--- config.mk ---
export PLATFORM = sky130hd
export DESIGN_NAME = cpu_master_alu
export DESIGN_NICKNAME = d
export VERILOG_FILES = /design/src/rtl/cpu_master_alu_pkg.sv /design/src/rtl/cpu_master_alu_cond.sv /design/src/rtl/cpu_master_alu.sv
export SDC_FILE = /design/constraint.sdc
export NUM_CORES = 1
export LEC_CHECK = 0
export BUFFER_PORTS_ARGS = -buffer_cell sky130_fd_sc_hd__buf_2
export CORE_MARGIN = 3
export CORE_UTILIZATION = 35
export DETAILED_ROUTE_END_ITERATION = 10
export SKIP_LAST_GASP = 1
export SLEW_MARGIN = 20
export SYNTH_ARGS = -nofsm -noshare
export SYNTH_HDL_FRONTEND = slang
export SYNTH_SLANG_ARGS = --single-unit
--- constraint.sdc ---
create_clock -name Clk -period 0.8 [get_ports Clk]
set_input_delay 0.04 -clock Clk [delete_from_list [all_inputs] [get_ports Clk]]
set_output_delay 0.04 -clock Clk [all_outputs]
set_load 0.02 [all_outputs]
--- src/rtl/cpu_master_alu_pkg.sv ---
// Shared definitions for the cpu_master_alu slice: opcode and condition-code
// encodings, flag bit positions, and a helper that packs {N,Z,C,V}.
// Optional feature macro used by this slice: CPU_MASTER_ALU_MUL_EN (enables MUL).
package cpu_master_alu_pkg;

  localparam int unsigned DATA_W   = 32;
  localparam int unsigned SHAMT_W  = 5;
  localparam int unsigned MOVIMM_W = 16;
  localparam int unsigned OP_W     = 4;
  localparam int unsigned COND_W   = 4;
  localparam int unsigned FLAG_W   = 4;

  // Flag bit positions inside the 4-bit flag vector
  localparam int unsigned FLAG_N = 3;
  localparam int unsigned FLAG_Z = 2;
  localparam int unsigned FLAG_C = 1;
  localparam int unsigned FLAG_V = 0;

  typedef enum logic [OP_W-1:0] {
    OP_ADD = 4'b0000,
    OP_SUB = 4'b0001,
    OP_MUL = 4'b0010,
    OP_ORR = 4'b0011,
    OP_AND = 4'b0100,
    OP_EOR = 4'b0101,
    OP_MOV = 4'b0110,
    OP_LSR = 4'b0111,
    OP_LSL = 4'b1000,
    OP_ROR = 4'b1001,
    OP_NOP = 4'b1010,
    OP_CMP = 4'b1011,
    OP_LDR = 4'b1100,
    OP_STR = 4'b1101,
    OP_MVN = 4'b1110,
    OP_BIC = 4'b1111
  } opcode_e;

  typedef enum logic [COND_W-1:0] {
    CC_EQ = 4'b0000,
    CC_NE = 4'b0001,
    CC_CS = 4'b0010,
    CC_CC = 4'b0011,
    CC_MI = 4'b0100,
    CC_PL = 4'b0101,
    CC_VS = 4'b0110,
    CC_VC = 4'b0111,
    CC_HI = 4'b1000,
    CC_LS = 4'b1001,
    CC_GE = 4'b1010,
    CC_LT = 4'b1011,
    CC_GT = 4'b1100,
    CC_LE = 4'b1101,
    CC_AL = 4'b1110,
    CC_NV = 4'b1111
  } cond_e;

  // Place individual flags at their defined bit positions
  function automatic logic [FLAG_W-1:0] pack_flags(input logic n, input logic z,
                                                   input logic c, input logic v);
    logic [FLAG_W-1:0] f;
    f         = '0;
    f[FLAG_N] = n;
    f[FLAG_Z] = z;
    f[FLAG_C] = c;
    f[FLAG_V] = v;
    return f;
  endfunction

endpackage

--- src/rtl/cpu_master_alu_cond.sv ---
// ARM-style condition evaluation.
// Ports: Cond (condition code), Flag ({N,Z,C,V}), pass (combinational: condition holds).
module cpu_master_alu_cond
  import cpu_master_alu_pkg::*;
(
  input  logic [COND_W-1:0] Cond,
  input  logic [FLAG_W-1:0] Flag,
  output logic              pass
);

  logic n, z, c, v;

  assign n = Flag[FLAG_N];
  assign z = Flag[FLAG_Z];
  assign c = Flag[FLAG_C];
  assign v = Flag[FLAG_V];

  // Decode condition against current flags
  always_comb begin
    pass = 1'b0;
    case (cond_e'(Cond))
      CC_EQ: pass = z;
      CC_NE: pass = !z;
      CC_CS: pass = c;
      CC_CC: pass = !c;
      CC_MI: pass = n;
      CC_PL: pass = !n;
      CC_VS: pass = v;
      CC_VC: pass = !v;
      CC_HI: pass = c && !z;
      CC_LS: pass = !c || z;
      CC_GE: pass = (n == v);
      CC_LT: pass = (n != v);
      CC_GT: pass = !z && (n == v);
      CC_LE: pass = z || (n != v);
      CC_AL: pass = 1'b1;
      CC_NV: pass = 1'b0;
    endcase
  end

endmodule

--- src/rtl/cpu_master_alu.sv ---
// Conditionally executed ALU with one-cycle registered latency.
// Ports: Clk, Reset (async active-low), Reg1/Reg2 (operands A/B),
//   IV_ShftRor (shift amount / LDR-STR offset), IV_Mov (MOV immediate),
//   OpCode, Cond, S (set flags), Flag (current {N,Z,C,V}),
//   Result, New_Flag, memory_enable (all registered).
// Macro CPU_MASTER_ALU_MUL_EN: includes the multiplier; otherwise opcode MUL acts as NOP.
module cpu_master_alu
  import cpu_master_alu_pkg::*;
(
  input  logic                       Clk,
  input  logic                       Reset,
  input  logic signed [DATA_W-1:0]   Reg1,
  input  logic signed [DATA_W-1:0]   Reg2,
  input  logic        [SHAMT_W-1:0]  IV_ShftRor,
  input  logic        [MOVIMM_W-1:0] IV_Mov,
  input  logic        [OP_W-1:0]     OpCode,
  input  logic        [COND_W-1:0]   Cond,
  input  logic                       S,
  input  logic        [FLAG_W-1:0]   Flag,
  output logic signed [DATA_W-1:0]   Result,
  output logic        [FLAG_W-1:0]   New_Flag,
  output logic                       memory_enable
);

  logic              cond_pass;
  logic [DATA_W:0]   sum;
  logic [DATA_W:0]   diff;
  logic              add_v;
  logic              sub_v;
  logic [DATA_W-1:0] eff_addr;
  logic [DATA_W:0]   lsl_w;
  logic [DATA_W:0]   lsr_w;
  logic [DATA_W-1:0] ror_res;
  logic              shamt_nz;

  logic [DATA_W-1:0] res_d;
  logic [FLAG_W-1:0] flag_d;
  logic              mem_d;
  logic [DATA_W-1:0] flag_src;
  logic              set_flags;
  logic              c_new;
  logic              v_new;

  cpu_master_alu_cond u_cond (
    .Cond (Cond),
    .Flag (Flag),
    .pass (cond_pass)
  );

  // Arithmetic with an extra bit to capture carry / borrow
  assign sum   = {1'b0, Reg1} + {1'b0, Reg2};
  assign diff  = {1'b0, Reg1} - {1'b0, Reg2};
  assign add_v = (Reg1[DATA_W-1] == Reg2[DATA_W-1]) && (sum[DATA_W-1] != Reg1[DATA_W-1]);
  assign sub_v = (Reg1[DATA_W-1] != Reg2[DATA_W-1]) && (diff[DATA_W-1] != Reg1[DATA_W-1]);

  assign eff_addr = Reg1 + DATA_W'(IV_ShftRor);

  // Extra bit catches the last bit shifted out (top bit for LSL, bit 0 for LSR)
  assign lsl_w    = {1'b0, Reg1} << IV_ShftRor;
  assign lsr_w    = {Reg1, 1'b0} >> IV_ShftRor;
  assign ror_res  = DATA_W'({Reg1, Reg1} >> IV_ShftRor);
  assign shamt_nz = (IV_ShftRor != '0);

`ifdef CPU_MASTER_ALU_MUL_EN
  logic [DATA_W-1:0] mul_lo;
  assign mul_lo = DATA_W'(Reg1 * Reg2);
`endif

  // Next-state result, flags and memory strobe
  always_comb begin
    res_d     = '0;
    flag_d    = Flag;
    mem_d     = 1'b0;
    flag_src  = '0;
    set_flags = 1'b0;
    c_new     = Flag[FLAG_C];
    v_new     = Flag[FLAG_V];

    if (cond_pass) begin
      case (opcode_e'(OpCode))
        OP_ADD: begin
          res_d     = sum[DATA_W-1:0];
          flag_src  = res_d;
          set_flags = S;
          c_new     = sum[DATA_W];
          v_new     = add_v;
        end
        OP_SUB: begin
          res_d     = diff[DATA_W-1:0];
          flag_src  = res_d;
          set_flags = S;
          c_new     = !diff[DATA_W];
          v_new     = sub_v;
        end
`ifdef CPU_MASTER_ALU_MUL_EN
        OP_MUL: begin
          res_d     = mul_lo;
          flag_src  = res_d;
          set_flags = S;
        end
        OP_NOP: ;
`else
        OP_MUL, OP_NOP: ;
`endif
        OP_ORR: begin
          res_d     = Reg1 | Reg2;
          flag_src  = res_d;
          set_flags = S;
        end
        OP_AND: begin
          res_d     = Reg1 & Reg2;
          flag_src  = res_d;
          set_flags = S;
        end
        OP_EOR: begin
          res_d     = Reg1 ^ Reg2;
          flag_src  = res_d;
          set_flags = S;
        end
        OP_MOV: begin
          res_d     = DATA_W'(IV_Mov);
          flag_src  = res_d;
          set_flags = S;
        end
        OP_LSR: begin
          res_d     = lsr_w[DATA_W:1];
          flag_src  = res_d;
          set_flags = S;
          if (shamt_nz) c_new = lsr_w[0];
        end
        OP_LSL: begin
          res_d     = lsl_w[DATA_W-1:0];
          flag_src  = res_d;
          set_flags = S;
          if (shamt_nz) c_new = lsl_w[DATA_W];
        end
        OP_ROR: begin
          res_d     = ror_res;
          flag_src  = res_d;
          set_flags = S;
          if (shamt_nz) c_new = ror_res[DATA_W-1];
        end
        OP_CMP: begin
          // Flags always come from A-B; the difference itself is not written
          flag_src  = diff[DATA_W-1:0];
          set_flags = 1'b1;
          c_new     = !diff[DATA_W];
          v_new     = sub_v;
        end
        OP_LDR, OP_STR: begin
          res_d = eff_addr;
          mem_d = 1'b1;
        end
        OP_MVN: begin
          res_d     = ~Reg2;
          flag_src  = res_d;
          set_flags = S;
        end
        OP_BIC: begin
          res_d     = Reg1 & ~Reg2;
          flag_src  = res_d;
          set_flags = S;
        end
      endcase

      if (set_flags) begin
        flag_d = pack_flags(flag_src[DATA_W-1], (flag_src == '0), c_new, v_new);
      end
    end
  end

  // Output registers
  always_ff @(posedge Clk or negedge Reset) begin
    if (!Reset) begin
      Result        <= '0;
      New_Flag      <= '0;
      memory_enable <= 1'b0;
    end else begin
      Result        <= res_d;
      New_Flag      <= flag_d;
      memory_enable <= mem_d;
    end
  end

endmodule

==> results of run 1 <==
## stage by stage
step	cells	hold WS, ns	worst slack [ns]	TNS [ns]	total power (W)
after floorplan	1944	-0.256	-2.18	-50.02	0.0101
after global placement	3331	0.0162	-3.66	-81.28	0.0193
after detailed placement	3331	0.0212	-3.63	-82.04	0.0194
after CTS	3413	0.226	-2.22	-58.20	0.0241
after global routing	3451	0.259	-2.30	-65.41	0.0267
final	3452	0.240	-2.27	-63.15	0.0261
## where the power goes
| group | total [W] | switching, W | internal, W | leakage [nW] |
|---|---|---|---|---|
| clock | 0.00203 | 0.000865 | 0.00116 | 0.0652 |
| sequential | 0.00217 | 0.000107 | 0.00207 | 0.489 |
| combinational | 0.0219 | 0.0115 | 0.0104 | 11.4 |
## per-layer routing
layer | global-route usage | vias up | wire length [µm]
met5 | 0 | - | 70
met4 | 0.290 | 12 | 8520
met3 | 0.119 | 509 | 13300
met2 | 0.706 | 1693 | 44100
met1 | 0.611 | 10700 | 39300
li1 | - | 9256 | -
## flip-flops by register name, indices dropped and copies added, names as in the netlist
register       count
memory_enable      1
New_Flag           4
Result            32
## layout make-up
type,count,area [µm²]
Inverter,107,482
Antenna cell,2,5.00
Multi-Input combinational cell,1633,14700
Timing Repair Buffer,1147,9780
Fill cell,3291,12200
Tap cell,518,648
Clock buffer,8,136
Sequential cell,37,927
## layout by cell type, fill, tap and decap left out, types with 19 or more instances in the layout
cell and instances:
nand4_1 19, inv_2 22, buf_6 128, a21oi_1 84
o21ai_0 73, dfrtp_1 36, o22ai_1 22, nor2_1 154
buf_12 48, nand3_1 46, buf_8 19, o21ai_1 20
a31oi_1 20, a21oi_2 38, ha_1 79, nand2_1 201
xnor2_1 37, ha_4 28, mux2i_1 64, buf_2 59
nor3_1 43, xnor2_2 21, buf_4 885, inv_1 64
a21o_1 19, mux4_2 52, o211ai_1 22, a211oi_1 21
## worst min-delay path: stages
cell and delay, ns:
buf_6 0.10, buf_4 0.12, inv_1 0.07, buf_4 0.11, a21oi_2 0.04
## logic make-up after synthesis
kind of cell / after synthesis / share of synthesized area
AND/OR/NAND/NOR: 671 / 0.227
AO/OA/AOI/OAI: 605 / 0.297
buffers and inverters: 274 / 0.0844
multiplexers: 173 / 0.177
adder cells (fa/ha/maj): 113 / 0.103
XOR/XNOR: 71 / 0.0447
flip-flops: 37 / 0.0666
## final timing paths
| path | from | end | slack (ns) |
|---|---|---|---|
| worst max-delay path | Reg1[0] | New_Flag[2] | -2.27 |
| max in group asynchronous | Reset | Result[3] | 0.31 |
| worst min-delay path | Flag[3] | New_Flag[3] | 0.24 |
| min in group asynchronous | Reset | Result[20] | 0.26 |
## timing repair
action                     CTS  global route
resized for setup          555           201
hold buffers                 1             0
hold endpoints to repair    37             0
pin swaps                  168           123
setup buffers               91            55
gates cloned                 3             0
setup endpoints to repair   74            74
==> flow_metrics.tcl, run 1 <==
set metrics [dict create \
    final_critical_path_setup_slack_ns -2.27 \
    max-vdd-ir-drop_uv 738 \
    crit_path_frequent_cell "buf_4" \
    worst_setup_hold_path_clk_slew_ns 0.06 \
    timing_worst_setup_path_type "primary input to register" \
    fin_crit_ns 3.07 \
    drv_slew 0 \
    rsz_0062_raised_after_global_routing "yes" \
    post_synth_inst_count 1944 \
    share_of_the_synthesized_area_in_the_top_cell_type 0.0990 \
    worst_hold_path_type "primary input to register" \
    detail-route-antenna-nets 0 \
    placed_cell_area_mm2 0.0223 \
    fp.dieH_um 205 \
    avgSynthCellArea_um2 7.15 \
    start_kind "primary input" \
    drt_first_iter_violations 3108 \
    wire_per_inst_um 30.5 \
    synth.most_common_cell "nand2_1" \
    io_pins 137 \
    buffer_cell_driving_the_clock_tree_root "clkbuf_16" \
    first_pass_grt_wire_length_mm 145 \
    antenna_found_initial 7 \
    totalWireLength_mm 105 \
    critical_path.endpoint_type "register" \
    critical_path_cell_count 15 \
    max_clock_freq_ghz 0.326 \
    layout.nets 3144 \
    final_cell_area_mm2 0.0267 \
    detail_route.drc_violations 0 \
    timing.hold.worst_path_depth 5 \
    timing.critical_path.slowest_cell_delay_ns 0.49 \
    post-synth-top-area-cell "ha_1" \
    timing.critical_path.required_ns 1.02 \
    core_mm2 0.0389 \
    post_synthesis_cell_area_mm2 0.0139 \
    setup-violations-final 74 \
    chipWidth_um 205 \
    post_synth_main_area_contributors "ha_1 9.9%, mux4_2 8.4%, dfrtp_1 6.7%, mux2i_1 6.2%, nand2_1 5.9%" \
    power_per_cell_area_mw_per_mm2 977 \
    cts-htree-levels 2 \
    ys_seq_area_frac 0.0666 \
    number_of_global_route_vias_before_repair 21300 \
    number_of_synthesized_flops_with_an_enable_pin 0 \
    synthFlopType "dfrtp_1" \
    post-route-util 0.686 \
    p_leak_nw 12.0 \
    violations "negative setup slack" \
    finalHoldViolations 0 \
    floorplan.rows 72 \
    post_route_cells_drive_above_1_share 0.577 \
    cts_made_buffers 5 \
    grt_start_max_net_pins 38 \
    initial_core_util 0.357 \
    clock_sink_count 37 \
    drv.max_cap_violation_count 0 \
    cp_max_fo 2 \
    tritoncts_clock_tree "built" \
    dr.pass1.iters 6 \
    count_of_buffering_cells_on_the_critical_path_with_inverters_included 4 \
    crit_chain "buf_12, inv_12, ha_4, fa_2, buf_4, xor2_1, or3b_2, o31a_1, a211oi_2, nand4_1, or4_4, nor4_2, buf_4, o2111ai_1, o21ai_1" \
    clock_path_buffers 2 \
    path_delay_family "simple AND/OR/NAND/NOR gates" \
    grt_usage 0.473 \
    synth.net_count 2157 \
    synth_seq_cells 37 \
    grt.overflow.total 0 \
    place.gp.congestion 1.11 \
    area.growth.synth_to_final_pct 92.0 \
    ys_types 98 \
    max-slew-margin-rel 0.478 \
    fp.dieArea_mm2 0.0422 \
    dr_vias 22100 \
    synth.top_cells.by_count "219 x nand2_1, 180 x nor2_1, 136 x a21oi_1, 110 x ha_1, 109 x o21ai_0" \
    worstPathArrival_ns 3.28 \
    synth_async_sr_flop_share 1.00 \
    fin_crit_sh 3.83 \
    least_margin_pin_slew_ns 0.761 \
    slowest_library_cell_on_the_worst_path "or3b_2" \
    input_output_buffers 136 \
    avgViaCountPerCell 6.41 \
    result_of_the_run "finished, violations left" \
    ys_warn_count 0 \
    dp_wirelength_mm 84.0 \
]
Note: power is estimated with default switching activity, not from simulation.
==> run 2, diff against run 1 <==
- CELL_PAD_IN_SITES_DETAIL_PLACEMENT: default -> 1
- CELL_PAD_IN_SITES_GLOBAL_PLACEMENT: default -> 1
- PLACE_DENSITY_LB_ADDON: default -> 0.1
==> flow_metrics.tcl, run 2 <==
set metrics [dict create \
    synthFlopType "dfrtp_1" \
    ys_seq_area_frac 0.0666 \
    number_of_synthesized_flops_with_an_enable_pin 0 \
    clock_path_buffers 2 \
    input_output_buffers 136 \
    synth.top_cells.by_count "219 x nand2_1, 180 x nor2_1, 136 x a21oi_1, 110 x ha_1, 109 x o21ai_0" \
    ys_types 98 \
    place.detailed.instances 3326 \
    result_of_the_run "aborted with a tool error" \
    failing_step "global routing" \
    initial_core_util 0.357 \
    placed_cell_area_mm2 0.0224 \
    avgSynthCellArea_um2 7.15 \
    share_of_the_synthesized_area_in_the_top_cell_type 0.0990 \
    post_synthesis_cell_area_mm2 0.0139 \
    main_combinational_cell_family_by_area_after_synthesis "compound AO/OA/AOI/OAI gates" \
    floorplan.rows 72 \
    buffer_cell_driving_the_clock_tree_root "clkbuf_16" \
    synth-xor-area-share 0.0447 \
    ys_warn_count 0 \
    io_pins 137 \
    synth_seq_cells 37 \
    clock_sink_count 37 \
    post-synth-top-area-cell "ha_1" \
    yosys.area_share.simple 0.227 \
    synth_compound_gate_area_share 0.297 \
    post_synth_inst_count 1944 \
    post_synth_main_area_contributors "ha_1 9.9%, mux4_2 8.4%, dfrtp_1 6.7%, mux2i_1 6.2%, nand2_1 5.9%" \
    grt.overflow.total 180 \
    tool_error "[ERROR GRT-0232] Routing congestion too high. Check the congestion heatmap in the GUI." \
    cts-htree-levels 2 \
    timing.worst_endpoint.kind "register input" \
    arithmetic_cell_share_of_the_synthesized_area_counting_full_adders_half_adders_and_majority_gates 0.103 \
    synth.net_count 2157 \
    synth.mux.area_fraction 0.177 \
    synth.most_common_cell "nand2_1" \
    dp_wirelength_mm 92.6 \
    synth_async_sr_flop_share 1.00 \
    chipWidth_um 205 \
    fp.dieH_um 205 \
    grt_usage 0.776 \
    cts_made_buffers 5 \
    grt_start_max_net_pins 45 \
    crit_endpoint "New_Flag[2]$_DFF_PN0_/D" \
    place.gp.congestion 1.13 \
]
## run 2: cell counts after synthesis
Identical to the previous run, type by type.
## run 2: cell families after synthesis
family	Yosys count
adder cells (fa/ha/maj)	113
XOR/XNOR	71
multiplexers	173
AND/OR/NAND/NOR	671
AO/OA/AOI/OAI	605
buffers and inverters	274
flip-flops	37
## run 2: repair_timing
item	CTS
setup buffers	102
hold endpoints to repair	37
pin swaps	159
gates resized for setup	520
setup endpoints to repair	74
gates cloned	5
hold buffers	1
## run 2: per-stage QoR
step	worst slack, ns	hold WS (ns)
global placement	-2.99	0.0107
CTS	-2.25	0.134
detailed placement	-3.02	0.0339
floorplan	-2.18	-0.256
## run 2: layer usage
layer | overflow | track usage
met3 | 5 | 0.640
met5 | 1 | 0.260
met1 | 1 | 0.755
met4 | 62 | 0.802
met2 | 111 | 0.944
==> run 3, diff against run 2 <==
- CELL_PAD_IN_SITES_DETAIL_PLACEMENT: 1 -> default
- CELL_PAD_IN_SITES_GLOBAL_PLACEMENT: 1 -> default
- CORE_UTILIZATION: 35 -> 20
- PLACE_DENSITY_LB_ADDON: 0.1 -> 0.15
==> flow_metrics.tcl, run 3 (same netlist as run 1, synthesis figures left out) <==
set metrics [dict create \
    layout_commonest_cell "buf_4" \
    timing_worst_setup_path_type "primary input to register" \
    slowest_library_cell_on_the_worst_path "or4b_2" \
    reg.largest.list "Result (32), New_Flag (4), memory_enable (1)" \
    instances_no_fill 3902 \
    rsz_0062_raised_after_global_routing "yes" \
    grt.overflow.total 0 \
    post_route_cells_drive_above_1_share 0.574 \
    tritoncts_clock_tree "built" \
    worst_hold_path_type "primary input to async pin" \
    worst_setup_hold_path_clk_slew_ns 0.07 \
    chipWidth_um 270 \
    critical_path.endpoint_type "register" \
    detail-route-antenna-nets 0 \
    worstPathArrival_ns 3.36 \
    io_pins 137 \
    dp_wirelength_mm 95.7 \
    drv_slew 0 \
    final_critical_path_setup_slack_ns -2.34 \
    post-route-util 0.399 \
    most-common-layout-cells "917 x buf_4, 203 x nand2_1, 153 x nor2_1, 137 x buf_6, 85 x a21oi_1" \
    wire_per_inst_um 28.8 \
    setup_total_negative_slack_ns -63.26 \
    start_kind "primary input" \
    initial_core_util 0.202 \
    cts-htree-levels 2 \
    avgViaCountPerCell 5.37 \
    p_leak_nw 12.2 \
    crit_path_frequent_cell "buf_6" \
    fp.dieArea_mm2 0.0727 \
    core_mm2 0.0687 \
    fin_crit_ns 3.14 \
    place.detailed.instances 3796 \
    result_of_the_run "finished, violations left" \
    crit_chain "buf_12, buf_6, ha_4, buf_6, buf_6, a21o_1, and4_4, buf_6, o2111ai_4, buf_6, a21oi_4, o22ai_4, o21ai_4, a21o_1, a31oi_1, o211ai_1, or4b_2, o21ai_1" \
    max_clock_freq_ghz 0.319 \
    largest_reg_by_ff_count "Result" \
    fp.dieH_um 270 \
    area.growth.synth_to_final_pct 97.4 \
    place.gp.congestion 0.994 \
    buffer_cell_driving_the_clock_tree_root "clkbuf_16" \
    violations "negative setup slack" \
    drv.max_cap_violation_count 0 \
    layout.nets 3181 \
    input_output_buffers 136 \
    number_of_global_route_vias_before_repair 21000 \
    clock_path_buffers 2 \
    first_pass_grt_wire_length_mm 157 \
    max-slew-margin-rel 0.335 \
    detail_route.drc_violations 0 \
    placed_cell_area_mm2 0.0233 \
    grt_start_max_net_pins 24 \
    drt_first_iter_violations 1905 \
    dr.pass1.iters 6 \
    dr_vias 21000 \
    largest_register_ff_count 32 \
    totalWireLength_mm 112 \
    least_margin_pin_slew_ns 0.985 \
    timing.critical_path.required_ns 1.02 \
    cts_made_buffers 5 \
    floorplan.rows 96 \
    antenna_found_initial 2 \
    setup-violations-final 74 \
    grt_usage 0.296 \
    max-vdd-ir-drop_uv 725 \
    cp_max_fo 3 \
    timing.critical_path.slowest_cell_delay_ns 0.64 \
    crit_path_start "Reg1[0]" \
    finalHoldViolations 0 \
    power_per_cell_area_mw_per_mm2 966 \
    final_cell_area_mm2 0.0274 \
    clock_sink_count 37 \
    fin_crit_sh 3.92 \
]
## run 3: final cells by class
type / count / area, µm²
clock inverters: 3 / 46.3
clock buffers: 5 / 125
flip-flops and latches: 37 / 926
repair buffers: 1184 / 10100
fillers: 7154 / 41300
inverters: 107 / 495
multi-input cells: 1633 / 14600
diodes: 2 / 5.00
well taps: 931 / 1160
## run 3: power by group
group	leakage [nW]	switching (W)	total (W)	internal (W)
sequential	0.491	0.000119	0.00218	0.00207
clock	0.0800	0.000994	0.00247	0.00148
combinational	11.6	0.0115	0.0218	0.0104
total	12.2	0.0126	0.0265	0.0139
## run 3: what timing repair did
action | in CTS | in global routing
endpoints found under the setup margin | 74 | 74
gates cloned | 3 | 2
resized for setup | 545 | 182
hold buffers | 1 | 0
pin swaps | 143 | 124
endpoints found under the hold margin | 37 | 0
buffers inserted | 81 | 51
## run 3: worst max-delay path by stage
stage | end | slack [ns] | cells after the start
floorplan | New_Flag[2] | -2.18 | 14
global placement | New_Flag[2] | -3.80 | 16
detailed placement | New_Flag[2] | -3.77 | 16
CTS | New_Flag[2] | -2.29 | 16
global route | New_Flag[2] | -2.42 | 15
finish | New_Flag[2] | -2.34 | 18
## run 3: metal layers
metal  routed length (µm)  vias up  GRT usage
met5                   19        -          0
met4                 3930        2     0.0872
met3                 6980      143     0.0269
met2                51700      886      0.485
met1                49900    10600      0.411
li1                     -     9350          -
## run 3: metrics by stage
stage               total power, W  setup WS, ns  hold slack, ns
global placement            0.0202         -3.80          -0.100
detailed placement          0.0202         -3.77         -0.0931
CTS                         0.0252         -2.29           0.124
finish                      0.0265         -2.34           0.116
global route                0.0275         -2.42           0.165
floorplan                   0.0101         -2.18          -0.256
## run 3: worst max-delay path, delay by kind of cell
kind | cells | cell delay (ns)
compound gates | 9 | 1.60
fa+ha+maj | 1 | 0.16
simple gates | 2 | 0.81
buf+inv | 6 | 0.73
